<file path="src/rtl/tsetlin_pkg.sv">
// Shared definitions for the Tsetlin feedback environment.
//   LFSR_W / LFSR_MASK : 16-bit Galois LFSR geometry (maximal period 65535)
//   fb_state_t         : environment FSM encodings (IDLE/RUN/REPORT, 2 bits)
//   FB_PENALTY/REWARD  : polarity of the feedback bit B
//   lfsr_step          : one Galois shift of the LFSR
package tsetlin_pkg;

  localparam int          LFSR_W    = 16;
  localparam logic [15:0] LFSR_MASK = 16'hB400;

  typedef enum logic [1:0] {
    FB_IDLE   = 2'd0,
    FB_RUN    = 2'd1,
    FB_REPORT = 2'd2
  } fb_state_t;

  localparam logic FB_PENALTY = 1'b1;
  localparam logic FB_REWARD  = 1'b0;

  // Right-shifting Galois form: the bit shifted out is fed back through the mask.
  function automatic logic [LFSR_W-1:0] lfsr_step(input logic [LFSR_W-1:0] s);
    return s[0] ? ((s >> 1) ^ LFSR_MASK) : (s >> 1);
  endfunction

endpackage

</file>
<file path="src/rtl/tsetlin_env_feedback_if.sv">
// Handshake bundle between the automaton-side integrator and the feedback
// environment.
//   master : drives start/win/a_in/p0_thr/p1_thr (and seed_ld/seed_val)
//   slave  : drives b/b_vld/busy/done/pen_cnt/a1_cnt
// Optional seed-load signals exist only when TSETLIN_FB_SEED_LOAD_EN is defined.
interface tsetlin_env_feedback_if #(
  parameter int CNT_W = 16
);
  logic             start;
  logic [CNT_W-1:0] win;
  logic             a_in;
  logic [15:0]      p0_thr;
  logic [15:0]      p1_thr;
  logic             b;
  logic             b_vld;
  logic             busy;
  logic             done;
  logic [CNT_W-1:0] pen_cnt;
  logic [CNT_W-1:0] a1_cnt;
`ifdef TSETLIN_FB_SEED_LOAD_EN
  logic             seed_ld;
  logic [15:0]      seed_val;

  modport master (
    output start, win, a_in, p0_thr, p1_thr, seed_ld, seed_val,
    input  b, b_vld, busy, done, pen_cnt, a1_cnt
  );
  modport slave (
    input  start, win, a_in, p0_thr, p1_thr, seed_ld, seed_val,
    output b, b_vld, busy, done, pen_cnt, a1_cnt
  );
`else
  modport master (
    output start, win, a_in, p0_thr, p1_thr,
    input  b, b_vld, busy, done, pen_cnt, a1_cnt
  );
  modport slave (
    input  start, win, a_in, p0_thr, p1_thr,
    output b, b_vld, busy, done, pen_cnt, a1_cnt
  );
`endif
endinterface

</file>
<file path="src/rtl/tsetlin_lfsr16.sv">
// 16-bit Galois LFSR used as the environment's random source.
//   clk, rst_n : clock, asynchronous active-low reset (state <= SEED)
//   step_en    : advance one step this edge
//   load       : load seed_val (a zero seed is replaced by SEED); wins over step_en
//   seed_val   : value for load
//   state      : current LFSR value
//   state_next : value after one step (combinational look-ahead)
module tsetlin_lfsr16 #(
  parameter logic [15:0] SEED = 16'hACE1
) (
  input  logic        clk,
  input  logic        rst_n,
  input  logic        step_en,
  input  logic        load,
  input  logic [15:0] seed_val,
  output logic [15:0] state,
  output logic [15:0] state_next
);
  import tsetlin_pkg::*;

  assign state_next = lfsr_step(state);

  // The all-zero state is a lock-up state for this LFSR, so it is never loaded.
  always_ff @(posedge clk or negedge rst_n) begin
    if (!rst_n) begin
      state <= SEED;
    end else if (load) begin
      state <= (seed_val == 16'h0000) ? SEED : seed_val;
    end else if (step_en) begin
      state <= state_next;
    end
  end

endmodule

</file>
<file path="src/rtl/tsetlin_env_feedback.sv">
// Stochastic environment feeding the Tsetlin automaton.
// Each RUN cycle samples the action a_in, steps the LFSR and registers the
// feedback b (1 = penalty) as lfsr_next < threshold(a_in). Over a window of
// win samples it counts penalties and action-1 samples, then spends one
// REPORT cycle with done high and the counts published on pen_cnt/a1_cnt.
//   clk, rst_n : clock, asynchronous active-low reset
//   bus        : tsetlin_env_feedback_if slave (start, win, a_in, p0_thr,
//                p1_thr in; b, b_vld, busy, done, pen_cnt, a1_cnt out)
// Optional build macro TSETLIN_FB_SEED_LOAD_EN adds seed_ld/seed_val on the
// bus for reseeding the LFSR while idle.
module tsetlin_env_feedback #(
  parameter int          LFSR_W = 16,
  parameter int          CNT_W  = 16,
  parameter logic [15:0] SEED   = 16'hACE1
) (
  input logic                    clk,
  input logic                    rst_n,
  tsetlin_env_feedback_if.slave  bus
);
  import tsetlin_pkg::*;

  fb_state_t         state, state_nxt;
  logic [CNT_W-1:0]  remain;
  logic [CNT_W-1:0]  pen_live, a1_live;
  logic [CNT_W-1:0]  pen_cnt_q, a1_cnt_q;
  logic              b_p1, vld_p1;
  logic [LFSR_W-1:0] lfsr_q, lfsr_nxt, thr;
  logic              sample, pen_now, seed_load;
  logic [15:0]       seed_in;

  function automatic logic [CNT_W-1:0] sat_inc(input logic [CNT_W-1:0] c,
                                                input logic inc);
    return (inc && (c != '1)) ? c + CNT_W'(1) : c;
  endfunction

`ifdef TSETLIN_FB_SEED_LOAD_EN
  assign seed_load = (state == FB_IDLE) && bus.seed_ld;
  assign seed_in   = bus.seed_val;
`else
  assign seed_load = 1'b0;
  assign seed_in   = 16'h0000;
`endif

  // A sample is taken on every RUN edge until the window is exhausted; the
  // final RUN edge (remain == 0) only hands over to REPORT.
  assign sample  = (state == FB_RUN) && (remain != '0);
  assign thr     = bus.a_in ? bus.p1_thr : bus.p0_thr;
  assign pen_now = (lfsr_nxt < thr);

  tsetlin_lfsr16 #(.SEED(SEED)) u_lfsr (
    .clk        (clk),
    .rst_n      (rst_n),
    .step_en    (sample),
    .load       (seed_load),
    .seed_val   (seed_in),
    .state      (lfsr_q),
    .state_next (lfsr_nxt)
  );

  always_ff @(posedge clk or negedge rst_n) begin
    if (!rst_n) state <= FB_IDLE;
    else        state <= state_nxt;
  end

  always_comb begin
    state_nxt = state;
    case (state)
      FB_IDLE:   if (bus.start) state_nxt = (bus.win != '0) ? FB_RUN : FB_REPORT;
      FB_RUN:    if (remain == '0) state_nxt = FB_REPORT;
      FB_REPORT: state_nxt = FB_IDLE;
      default:   state_nxt = FB_IDLE;
    endcase
  end

  // Stage p1: registered feedback, live statistics and published counts
  always_ff @(posedge clk or negedge rst_n) begin
    if (!rst_n) begin
      remain    <= '0;
      pen_live  <= '0;
      a1_live   <= '0;
      pen_cnt_q <= '0;
      a1_cnt_q  <= '0;
      b_p1      <= FB_REWARD;
      vld_p1    <= 1'b0;
    end else begin
      case (state)
        FB_IDLE: begin
          if (bus.start) begin
            remain   <= bus.win;
            pen_live <= '0;
            a1_live  <= '0;
            // Empty window reports immediately with zero statistics.
            if (bus.win == '0) begin
              pen_cnt_q <= '0;
              a1_cnt_q  <= '0;
            end
          end
        end
        FB_RUN: begin
          if (sample) begin
            b_p1     <= pen_now ? FB_PENALTY : FB_REWARD;
            vld_p1   <= 1'b1;
            pen_live <= sat_inc(pen_live, pen_now);
            a1_live  <= sat_inc(a1_live, bus.a_in);
            remain   <= remain - CNT_W'(1);
          end else begin
            b_p1      <= FB_REWARD;
            vld_p1    <= 1'b0;
            pen_cnt_q <= pen_live;
            a1_cnt_q  <= a1_live;
          end
        end
        default: begin
          b_p1   <= FB_REWARD;
          vld_p1 <= 1'b0;
        end
      endcase
    end
  end

  assign bus.b       = b_p1;
  assign bus.b_vld   = vld_p1;
  assign bus.busy    = (state != FB_IDLE);
  assign bus.done    = (state == FB_REPORT);
  assign bus.pen_cnt = pen_cnt_q;
  assign bus.a1_cnt  = a1_cnt_q;

endmodule

</file>
<file path="src/flat_wrapper.sv">
// flat-port wrapper written by rule: the top's interface ports become plain ports
module tsetlin_env_feedback_flat import tsetlin_pkg::*;
#(
  parameter int          LFSR_W = 16,
  parameter int          CNT_W  = 16,
  parameter logic [15:0] SEED   = 16'hACE1
)
  (clk, rst_n, bus_start, bus_win, bus_a_in, bus_p0_thr, bus_p1_thr, bus_b, bus_b_vld, bus_busy, bus_done, bus_pen_cnt, bus_a1_cnt);
  tsetlin_env_feedback_if #(.CNT_W(CNT_W)) bus_i ();
  input logic clk;
  input logic rst_n;
  input wire logic [$bits(bus_i.start)-1:0] bus_start;
  input wire logic [$bits(bus_i.win)-1:0] bus_win;
  input wire logic [$bits(bus_i.a_in)-1:0] bus_a_in;
  input wire logic [$bits(bus_i.p0_thr)-1:0] bus_p0_thr;
  input wire logic [$bits(bus_i.p1_thr)-1:0] bus_p1_thr;
  output wire logic [$bits(bus_i.b)-1:0] bus_b;
  output wire logic [$bits(bus_i.b_vld)-1:0] bus_b_vld;
  output wire logic [$bits(bus_i.busy)-1:0] bus_busy;
  output wire logic [$bits(bus_i.done)-1:0] bus_done;
  output wire logic [$bits(bus_i.pen_cnt)-1:0] bus_pen_cnt;
  output wire logic [$bits(bus_i.a1_cnt)-1:0] bus_a1_cnt;
  assign bus_i.start = bus_start;
  assign bus_i.win = bus_win;
  assign bus_i.a_in = bus_a_in;
  assign bus_i.p0_thr = bus_p0_thr;
  assign bus_i.p1_thr = bus_p1_thr;
  assign bus_b = bus_i.b;
  assign bus_b_vld = bus_i.b_vld;
  assign bus_busy = bus_i.busy;
  assign bus_done = bus_i.done;
  assign bus_pen_cnt = bus_i.pen_cnt;
  assign bus_a1_cnt = bus_i.a1_cnt;
  tsetlin_env_feedback #(.LFSR_W(LFSR_W), .CNT_W(CNT_W), .SEED(SEED)) u_core (.clk(clk), .rst_n(rst_n), .bus(bus_i));
endmodule
</file>
<file path="config.mk">
export PLATFORM = sky130hd
export DESIGN_NAME = tsetlin_env_feedback_flat
export DESIGN_NICKNAME = d
export VERILOG_FILES = /design/src/rtl/tsetlin_pkg.sv /design/src/rtl/tsetlin_env_feedback_if.sv /design/src/rtl/tsetlin_lfsr16.sv /design/src/rtl/tsetlin_env_feedback.sv /design/src/flat_wrapper.sv
export SDC_FILE = /design/constraint.sdc
export NUM_CORES = 1
export LEC_CHECK = 0
export ABC_CLOCK_PERIOD_IN_PS = 2200
export BUFFER_PORTS_ARGS = -buffer_cell sky130_fd_sc_hd__buf_2
export CORE_MARGIN = 2
export CORE_UTILIZATION = 35
export CTS_CLUSTER_DIAMETER = 40
export DETAILED_ROUTE_END_ITERATION = 7
export PLACE_DENSITY = 0.63
export SETUP_SLACK_MARGIN = 0.1
export SLEW_MARGIN = 20
export SYNTH_ARGS = -nofsm -noshare
export SYNTH_HDL_FRONTEND = slang
export SYNTH_SLANG_ARGS = --single-unit
</file>
<file path="constraint.sdc">
create_clock -name clk -period 2.2 [get_ports clk]
set_input_delay 0.55 -clock clk [delete_from_list [all_inputs] [get_ports clk]]
set_output_delay 0.55 -clock clk [all_outputs]
set_load 0.02 [all_outputs]
</file>
==> results_dict.tcl, run 1 <==
set metrics [dict create \
    io_pins 88 \
    syn_avg_cell_area_um2 10.2 \
    vias 4787 \
    wl_um 14900 \
    syn_nets 588 \
    synth-async-reset-ratio_pct 100 \
    ys_top_cells_by_area "dfrtp_1, a22o_1, ha_1" \
    via_per_inst 5.67 \
    gp_congestion 0.946 \
    dp_cells 805 \
    overflow 0 \
    setup_ws_ns -0.236 \
    ys_warn_count 0 \
    nets 725 \
    cts_buffer_depth 2 \
    ys_seq_area_share_pct 47.5 \
    skew_ns 0.0111 \
    ir_worst_vdd_uv 352 \
    place_ws_ns -0.641 \
    grt_max_degree 101 \
    total_power_mw 5.45 \
    timing.rr.end "u_core.pen_live[4]" \
    n_antenna_cell 0 \
    yosysMostFrequentCell "dfrtp_1" \
    final_cells 844 \
    die_w_um 127 \
    crit_fanout 6 \
    p_leak_nw 3.31 \
    post-dp-hpwl_um 9560 \
    clock_latency_ns 0.36 \
    drt_pre_antenna_iters 5 \
    synthFlopType "dfrtp_1" \
    finalCritPeriodShare_pct 111 \
    grt_usage_pct 17.5 \
    drive_gt1_share_pct 41.2 \
    dpl_cell_area_um2 6230 \
    die_h_um 127 \
    fp.coreArea_um2 14600 \
    worstPathArrival_ns 2.73 \
    rsz0062_at_grt "true" \
    slew-limit-headroom_pct 61.9 \
    path_clk_slew_ns 0.07 \
    violations "setup timing" \
    crit_type "reg2reg" \
    antenna_found_initial 0 \
    synthToLayoutAreaGrowth_pct 36.8 \
    layout_min_cycle_time_ns 2.44 \
    synth_cell_types 59 \
    holdBufCountCts 0 \
    design_area_um2 7230 \
    clock-sinks 100 \
    syn-instance-count 518 \
    cts_root_buf "clkbuf_16" \
    synth-edff-count 0 \
    port_buffers 87 \
    numCtsBuffers 9 \
    synthTopCellsByCount "dfrtp_1, nand2_1, o21ai_0" \
    drtIter0Drc 433 \
    drtAntennaViolNets 0 \
    max_freq_mhz 410 \
    cap_viol_max_count 0 \
    startpoint "u_core.u_lfsr.state[0]" \
    grt_pass1_vias 4618 \
    cts_tree "built" \
    p_per_area_nw_per_um2 753 \
    hold_viol 0 \
    synthDominantCellAreaShare_pct 43.5 \
    yosys.area.top_type "dfrtp_1" \
    hp-class "in2async" \
    die_area_um2 16100 \
    ys_seq_elements 100 \
    r2r_start "u_core.u_lfsr.state[0]" \
    tns_ns -2.74 \
    hold_ws_ns 0.228 \
    start_kind "flip-flop" \
    status "finished, violations left" \
    num_rows 44 \
    h-tree-depth 3 \
    wl_per_cell_um 17.7 \
    worstSetupEndpoint "u_core.pen_live[4]" \
    drv_slew 0 \
    start_util_pct 36.1 \
    worst_pin_slew_ns 0.571 \
    grt_pass1_wl_um 22900 \
    synthesis.area_um2 5290 \
    setup_viol_count_final 17 \
    fin_util_pct 49.4 \
    drc_errors 0 \
    endpoint_kind "flip-flop" \
    rrSetupSlack_ns -0.24 \
    reg2reg_depth 9 \
    crit_required_ns 2.49 \
]
-- power by group --
group	internal [mW]	total (mW)	switching (mW)
Sequential	2.08	2.41	0.337
Combinational	0.652	1.34	0.683
Clock	0.933	1.70	0.764
Total	3.66	5.45	1.78
-- how the worst min path moves through the flow --
stage	start	to	slack, ns
after floorplan	rst_n	u_core.a1_live[0]	0.25
after global placement	u_core.bus.a1_cnt[14]	u_core.bus.a1_cnt[14]	0.48
after detailed placement	u_core.bus.a1_cnt[5]	u_core.bus.a1_cnt[5]	0.49
after CTS	rst_n	u_core.bus.a1_cnt[14]	0.28
after global routing	rst_n	u_core.remain[2]	0.30
final	rst_n	u_core.remain[2]	0.23
-- worst max-delay path, stage by stage (launching register included) --
cell      delay, ns
dfstp_2        0.67
xor2_2         0.20
ha_1           0.26
and4_4         0.21
buf_4          0.14
o311ai_4       0.09
nand2_2        0.12
buf_6          0.15
or4_4          0.47
nand2_2        0.07
-- routing by layer --
| metal | up-vias | global-route usage, % | share of wire (%) |
|---|---|---|---|
| met5 | - | 0 | 0 |
| met4 | 0 | 6.59 | 1.9 |
| met3 | 22 | 2.70 | 4.1 |
| met2 | 144 | 28.3 | 49 |
| met1 | 2368 | 23.8 | 45 |
| li1 | 2253 | - | - |
-- registers in the layout, indices dropped and copies added (netlist names) --
name                 flops
u_core.bus.b_vld         1
u_core.a1_live          16
u_core.bus.a1_cnt       16
u_core.bus.pen_cnt      16
u_core.bus.b             1
u_core.pen_live         16
u_core.remain           16
u_core.state             2
u_core.u_lfsr.state     16
-- logic make-up (layout without fill, tap and decap cells) --
family / after synthesis / in the layout / synth area share, %
adder cells (fa/ha/maj): 18 / 18 / 4.26
AO/OA/AOI/OAI: 163 / 163 / 21.1
AND/OR/NAND/NOR: 165 / 166 / 16.6
multiplexers: 32 / 32 / 6.53
buffers and inverters: 36 / 177 / 3.36
flip-flops: 100 / 100 / 47.5
XOR/XNOR: 4 / 4 / 0.663
-- cell type report --
class                   count  area, um2
flip-flops and latches    100       2510
fillers                  1310       7410
clock inverters             6       73.8
multi-input cells         383       2990
inverters                   7       26.3
well taps                 184        230
repair buffers            154       1160
clock buffers              10        239
-- layout by cell type (no fill, tap or decap), types with 7 or more instances in the layout --
| cell type | count |
|---|---|
| dfrtp_1 | 92 |
| buf_2 | 85 |
| buf_4 | 42 |
| nand2_1 | 35 |
| a22o_1 | 32 |
| nor2_1 | 31 |
| a21oi_1 | 24 |
| o21ai_0 | 23 |
| nand3_1 | 17 |
| mux2_2 | 16 |
| ha_1 | 16 |
| buf_6 | 16 |
| mux2i_1 | 14 |
| clkbuf_16 | 13 |
| o21ai_1 | 12 |
| nand4_1 | 9 |
| a21oi_2 | 9 |
| o21ai_2 | 9 |
| nor3_1 | 8 |
| dfstp_2 | 8 |
| a31oi_1 | 7 |
| nor4_1 | 7 |
| buf_12 | 7 |
-- timing repair --
item | CTS | global route
buffers inserted | 4 | 14
endpoints found under the setup margin | 79 | 86
gates cloned | 1 | 6
resized for setup | 27 | 82
pin swaps | 11 | 50
Power figures use the tool's default switching activity.
==> inputs of run 2 (changes only) <==
--- a/config.mk
+++ b/config.mk
@@ -7,11 +7,13 @@
 export LEC_CHECK = 0
 export ABC_CLOCK_PERIOD_IN_PS = 2200
 export BUFFER_PORTS_ARGS = -buffer_cell sky130_fd_sc_hd__buf_2
+export CELL_PAD_IN_SITES_DETAIL_PLACEMENT = 1
+export CELL_PAD_IN_SITES_GLOBAL_PLACEMENT = 1
 export CORE_MARGIN = 2
 export CORE_UTILIZATION = 35
 export CTS_CLUSTER_DIAMETER = 40
 export DETAILED_ROUTE_END_ITERATION = 7
-export PLACE_DENSITY = 0.63
+export PLACE_DENSITY = 0.76
 export SETUP_SLACK_MARGIN = 0.1
 export SLEW_MARGIN = 20
 export SYNTH_ARGS = -nofsm -noshare
==> run 2 against run 1 <==
The run still ends with setup timing left. Sequential share of layout area fell by 0.36 points. Combinational power is 9% higher. First-iteration DRC count shrank 43%. Highest routed layer unchanged.
==> results_dict.tcl, run 2 (synthesis gave the netlist of run 1 again) <==
set metrics [dict create \
    die_w_um 127 \
    drt_pre_antenna_iters 4 \
    grt_max_degree 44 \
    h-tree-depth 3 \
    dp_cells 816 \
    hold_ws_ns 0.101 \
    drtIter0Drc 245 \
    finalCritPeriodShare_pct 112 \
    synthToLayoutAreaGrowth_pct 38.3 \
    cap_viol_max_count 0 \
    p_per_area_nw_per_um2 738 \
    numCtsBuffers 9 \
    hp-class "in2async" \
    vias 4932 \
    wl_per_cell_um 20.0 \
    place_ws_ns -0.670 \
    antenna_found_initial 0 \
    crit_chain "buf_12 > xor2_4 > ha_4 > and4_4 > a211oi_4 > buf_4 > buf_6 > and2_4 > a31oi_1 > a211o_1" \
    wl_um 17200 \
    clock_latency_ns 0.36 \
    design_area_um2 7310 \
    slew-limit-headroom_pct 57.2 \
    grt_pass1_wl_um 25700 \
    p_leak_nw 3.37 \
    overflow 0 \
    fin_util_pct 49.9 \
    cts_root_buf "clkbuf_16" \
    start_util_pct 36.1 \
    setup_ws_ns -0.273 \
    io_pins 88 \
    cts_tree "built" \
    nets 742 \
    grt_pass1_vias 5052 \
    crit_type "reg2reg" \
    final_cells 861 \
    hold_viol 0 \
    layout_min_cycle_time_ns 2.47 \
    ir_worst_vdd_uv 432 \
    drc_errors 0 \
    port_buffers 87 \
    path_clk_slew_ns 0.07 \
    die_area_um2 16100 \
    crit_slowest_cell "dfstp_2" \
    grt_usage_pct 20.0 \
    reg2reg_depth 10 \
    die_h_um 127 \
    drive_gt1_share_pct 41.1 \
    worst_pin_slew_ns 0.639 \
    critPathMaxStageDelay_ns 0.60 \
    rsz0062_at_grt "true" \
    post-dp-hpwl_um 11000 \
    worstPathArrival_ns 2.72 \
    endpoint_kind "flip-flop" \
    status "finished, violations left" \
    cts_buffer_depth 2 \
    layout_common_cells "dfrtp_1, buf_2, buf_4, nand2_1, nor2_1" \
    num_rows 44 \
    via_per_inst 5.73 \
    nFillCells 1611 \
    start_kind "flip-flop" \
    setup_viol_count_final 21 \
    skew_ns 0.0155 \
    gp_congestion 0.817 \
    clock-sinks 100 \
    drtAntennaViolNets 0 \
    violations "setup timing" \
    dpl_cell_area_um2 6310 \
    crit_fanout 6 \
    layout_commonest_cell "dfrtp_1" \
    crit_required_ns 2.45 \
    fp.coreArea_um2 14600 \
    n_antenna_cell 0 \
    max_freq_mhz 404 \
    drv_slew 0 \
]
run 2: changes by cell type in the layout (fill, tap and decap cells not counted), sizes merged:
cell	previous run	this run
bufinv	1	0
clkbuf	14	16
clkinvlp	0	2
and2	4	3
buf	150	168
inv	11	8
run 2: repair_timing:
item                       in CTS  in global routing
setup endpoints to repair      84                 80
hold buffers                    0                  0
gates cloned                    0                  5
pin swaps                      21                 29
buffers inserted               12                 13
resized for setup              36                 72
run 2: path summary, 6_finish.rpt:
| path | start | end | slack [ns] |
|---|---|---|---|
| min in group clk | u_core.bus.b_vld | u_core.bus.b_vld | 0.48 |
| setup reg to reg | u_core.u_lfsr.state[0] | u_core.pen_live[11] | -0.27 |
| max in group asynchronous | rst_n | u_core.u_lfsr.state[7] | 1.40 |
| setup / recovery | u_core.u_lfsr.state[0] | u_core.pen_live[11] | -0.27 |
| hold / removal | rst_n | u_core.bus.b | 0.10 |
| hold reg to reg | u_core.bus.b_vld | u_core.bus.b_vld | 0.48 |
run 2: stage by stage:
step	power, mW	TNS [ns]
3_5_place_dp	3.55	-9.98
5_1_grt	5.69	-5.89
2_1_floorplan	3.01	-4.57
6_report	5.39	-3.75
4_1_cts	5.15	-2.39
3_3_place_gp	3.45	-7.87
run 2: worst max-delay path: cells and delay by family, from the launching register on:
kind	cells	cell delay, ns
AND/OR/NAND/NOR	2	0.37
AO/OA/AOI/OAI	3	0.56
adder cells (fa/ha/maj)	1	0.23
flip-flops	1	0.60
XOR/XNOR	1	0.20
buffers and inverters	3	0.39
run 2: power by group:
| group | leakage (nW) | switching (mW) | internal (mW) |
|---|---|---|---|
| registers | 1.28 | 0.319 | 2.08 |
| clock network | 0.129 | 0.733 | 0.806 |
| logic | 1.97 | 0.765 | 0.695 |
run 2: routing by layer:
| metal | wire, um | track usage, % | vias to the layer above | share of wire (%) |
|---|---|---|---|---|
| li1 | - | - | 2276 | - |
| met5 | 0 | 0 | - | 0 |
| met4 | 444 | 7.56 | 0 | 2.6 |
| met3 | 544 | 3.33 | 33 | 3.2 |
| met2 | 8530 | 33.1 | 116 | 50 |
| met1 | 7660 | 26.4 | 2507 | 45 |
run 2: cell type report:
type	instances	area [um2]	share of cell area, %
Multi-Input combinational cell	382	2940	40.2
Sequential cell	100	2510	34.4
Timing Repair Buffer	172	1320	18.1
Clock buffer	12	246	3.37
Tap cell	184	230	3.15
Clock inverter	4	32.5	0.445
Inverter	7	26.3	0.359
==> inputs of run 3 (changes only) <==
--- a/config.mk
+++ b/config.mk
@@ -13,7 +13,7 @@
 export CORE_UTILIZATION = 35
 export CTS_CLUSTER_DIAMETER = 40
 export DETAILED_ROUTE_END_ITERATION = 7
-export PLACE_DENSITY = 0.76
+export PLACE_DENSITY = 0.71
 export SETUP_SLACK_MARGIN = 0.1
 export SLEW_MARGIN = 20
 export SYNTH_ARGS = -nofsm -noshare
==> run 3 against run 2 <==
The flow still finishes with violations (setup timing). Fmax hardly changed. Sequential power barely moved. Die area did not move. Via count grew 1.8%. Sequential cell count is the same. Cell count increased by 0.35%. Worst setup slack better by 0.00081 ns. Critical path type unchanged. Utilization is 1.6 points higher. Clock power is 6% higher. Non-clock buffer count is 3 higher.
==> results_dict.tcl, run 3 (synthesis gave the netlist of run 1 again) <==
set metrics [dict create \
    status "finished, violations left" \
    violations "setup timing" \
    rsz0062_at_grt "true" \
    cts_buffer_depth 2 \
    slew-limit-headroom_pct 56.4 \
    cts_root_buf "clkbuf_16" \
    drive_gt1_share_pct 42.9 \
    dp_cells 812 \
    worst_pin_slew_ns 0.650 \
    drv_slew 0 \
    start_util_pct 36.1 \
    die_w_um 127 \
    skew_ns 0.0139 \
    final_cells 864 \
    layout_common_cells "dfrtp_1, buf_2, buf_4, nand2_1, nor2_1" \
    io_pins 88 \
    crit_type "reg2reg" \
    hp-class "in2async" \
    port_buffers 87 \
    layout_commonest_cell "dfrtp_1" \
    antenna_found_initial 0 \
    nets 745 \
    grt_max_degree 35 \
    vias 5022 \
    n_antenna_cell 0 \
    wl_um 18000 \
    via_per_inst 5.81 \
    start_kind "flip-flop" \
    drtAntennaViolNets 0 \
    drt_pre_antenna_iters 4 \
    cts_tree "built" \
    clock_latency_ns 0.37 \
    grt_pass1_wl_um 27000 \
    gp_congestion 0.814 \
    crit_fanout 8 \
    synthToLayoutAreaGrowth_pct 42.7 \
    drtIter0Drc 327 \
    drc_errors 0 \
    endpoint_kind "flip-flop" \
    die_h_um 127 \
    p_leak_nw 3.46 \
    finalCritPeriodShare_pct 112 \
    overflow 0 \
    place_ws_ns -0.747 \
    setup_ws_ns -0.272 \
    path_clk_slew_ns 0.08 \
    cap_viol_max_count 0 \
    h-tree-depth 3 \
    crit_required_ns 2.50 \
    die_area_um2 16100 \
    worstPathArrival_ns 2.78 \
    hold_viol 0 \
    num_rows 44 \
    max_freq_mhz 405 \
    rrSetupSlack_ns -0.27 \
    p_per_area_nw_per_um2 732 \
    post-dp-hpwl_um 11100 \
    total_power_mw 5.52 \
    fp.coreArea_um2 14600 \
    wl_per_cell_um 20.8 \
    setup_viol_count_final 16 \
    clock-sinks 100 \
    numCtsBuffers 9 \
    grt_usage_pct 21.1 \
    fin_util_pct 51.5 \
    ir_worst_vdd_uv 393 \
    grt_pass1_vias 5129 \
    layout_min_cycle_time_ns 2.47 \
]
run 3: cell count changes in the layout (fill, tap and decap cells not counted), moves of 3 or more:
| cell | before | now |
|---|---|---|
| o21ai_1 | 19 | 14 |
| buf_4 | 58 | 53 |
| a21oi_1 | 28 | 25 |
| mux2i_1 | 15 | 10 |
| clkbuf_16 | 13 | 19 |
| o21ai_2 | 8 | 12 |
| nand2_4 | 0 | 3 |
| mux2i_2 | 0 | 3 |
| a21oi_2 | 6 | 9 |
run 3: layout make-up:
cell class,instances,area [um2]
inverter,7,26.3
sequential,100,2510
clock buffer,9,225
multi-input combinational,382,2990
clock inverter,7,80.1
fill,1598,7100
tap,184,230
timing repair buffer,175,1480
run 3: worst max-delay path, stage by stage, from the launching register on:
cell	delay [ns]
dfstp_2	0.64
xor2_2	0.24
ha_4	0.24
and4_4	0.21
a211oi_4	0.32
nand2_4	0.17
or4_4	0.52
nand3_2	0.07
run 3: final timing paths:
path,depth (start not counted),endpoint,start
worst min register to register,2,u_core.bus.b_vld,u_core.bus.b_vld
max in group asynchronous,2,u_core.pen_live[8],rst_n
worst max register to register,7,u_core.pen_live[13],u_core.u_lfsr.state[0]
min in group clk,3,u_core.remain[10],bus_win[10]
worst max-delay path,7,u_core.pen_live[13],u_core.u_lfsr.state[0]
worst min-delay path,1,u_core.a1_live[14],rst_n
run 3: power by group:
group | leakage [nW] | switching (mW) | internal, mW | total [mW]
logic | 2.04 | 0.762 | 0.708 | 1.47
registers | 1.28 | 0.333 | 2.08 | 2.41
clock network | 0.146 | 0.833 | 0.810 | 1.64
run 3: through the flow:
step | cell area (um2) | setup TNS [ns] | hold slack (ns)
2_1_floorplan | 5340 | -4.57 | 0.254
3_3_place_gp | 6280 | -8.62 | 0.462
3_5_place_dp | 6280 | -11.71 | 0.474
4_1_cts | 6950 | -2.95 | 0.0770
5_1_grt | 7540 | -4.52 | 0.0801
6_report | 7540 | -3.10 | 0.0753
run 3: per-layer routing:
| metal | vias up | share of wire, % | wire (um) | global-route usage, % |
|---|---|---|---|---|
| li1 | 2292 | - | - | - |
| met1 | 2560 | 44 | 7860 | 28.7 |
| met2 | 146 | 49 | 8840 | 34.1 |
| met3 | 24 | 5.4 | 977 | 3.42 |
| met4 | 0 | 1.9 | 337 | 7.76 |
| met5 | - | 0 | 0 | 0 |
run 3: timing repair:
| item | in CTS | in global routing |
|---|---|---|
| setup buffers | 13 | 11 |
| gates cloned | 3 | 10 |
| endpoints found under the hold margin | 0 | 0 |
| resized for setup | 39 | 84 |
| pin swaps | 21 | 32 |
| hold buffers | 0 | 0 |
| setup endpoints to repair | 85 | 81 |
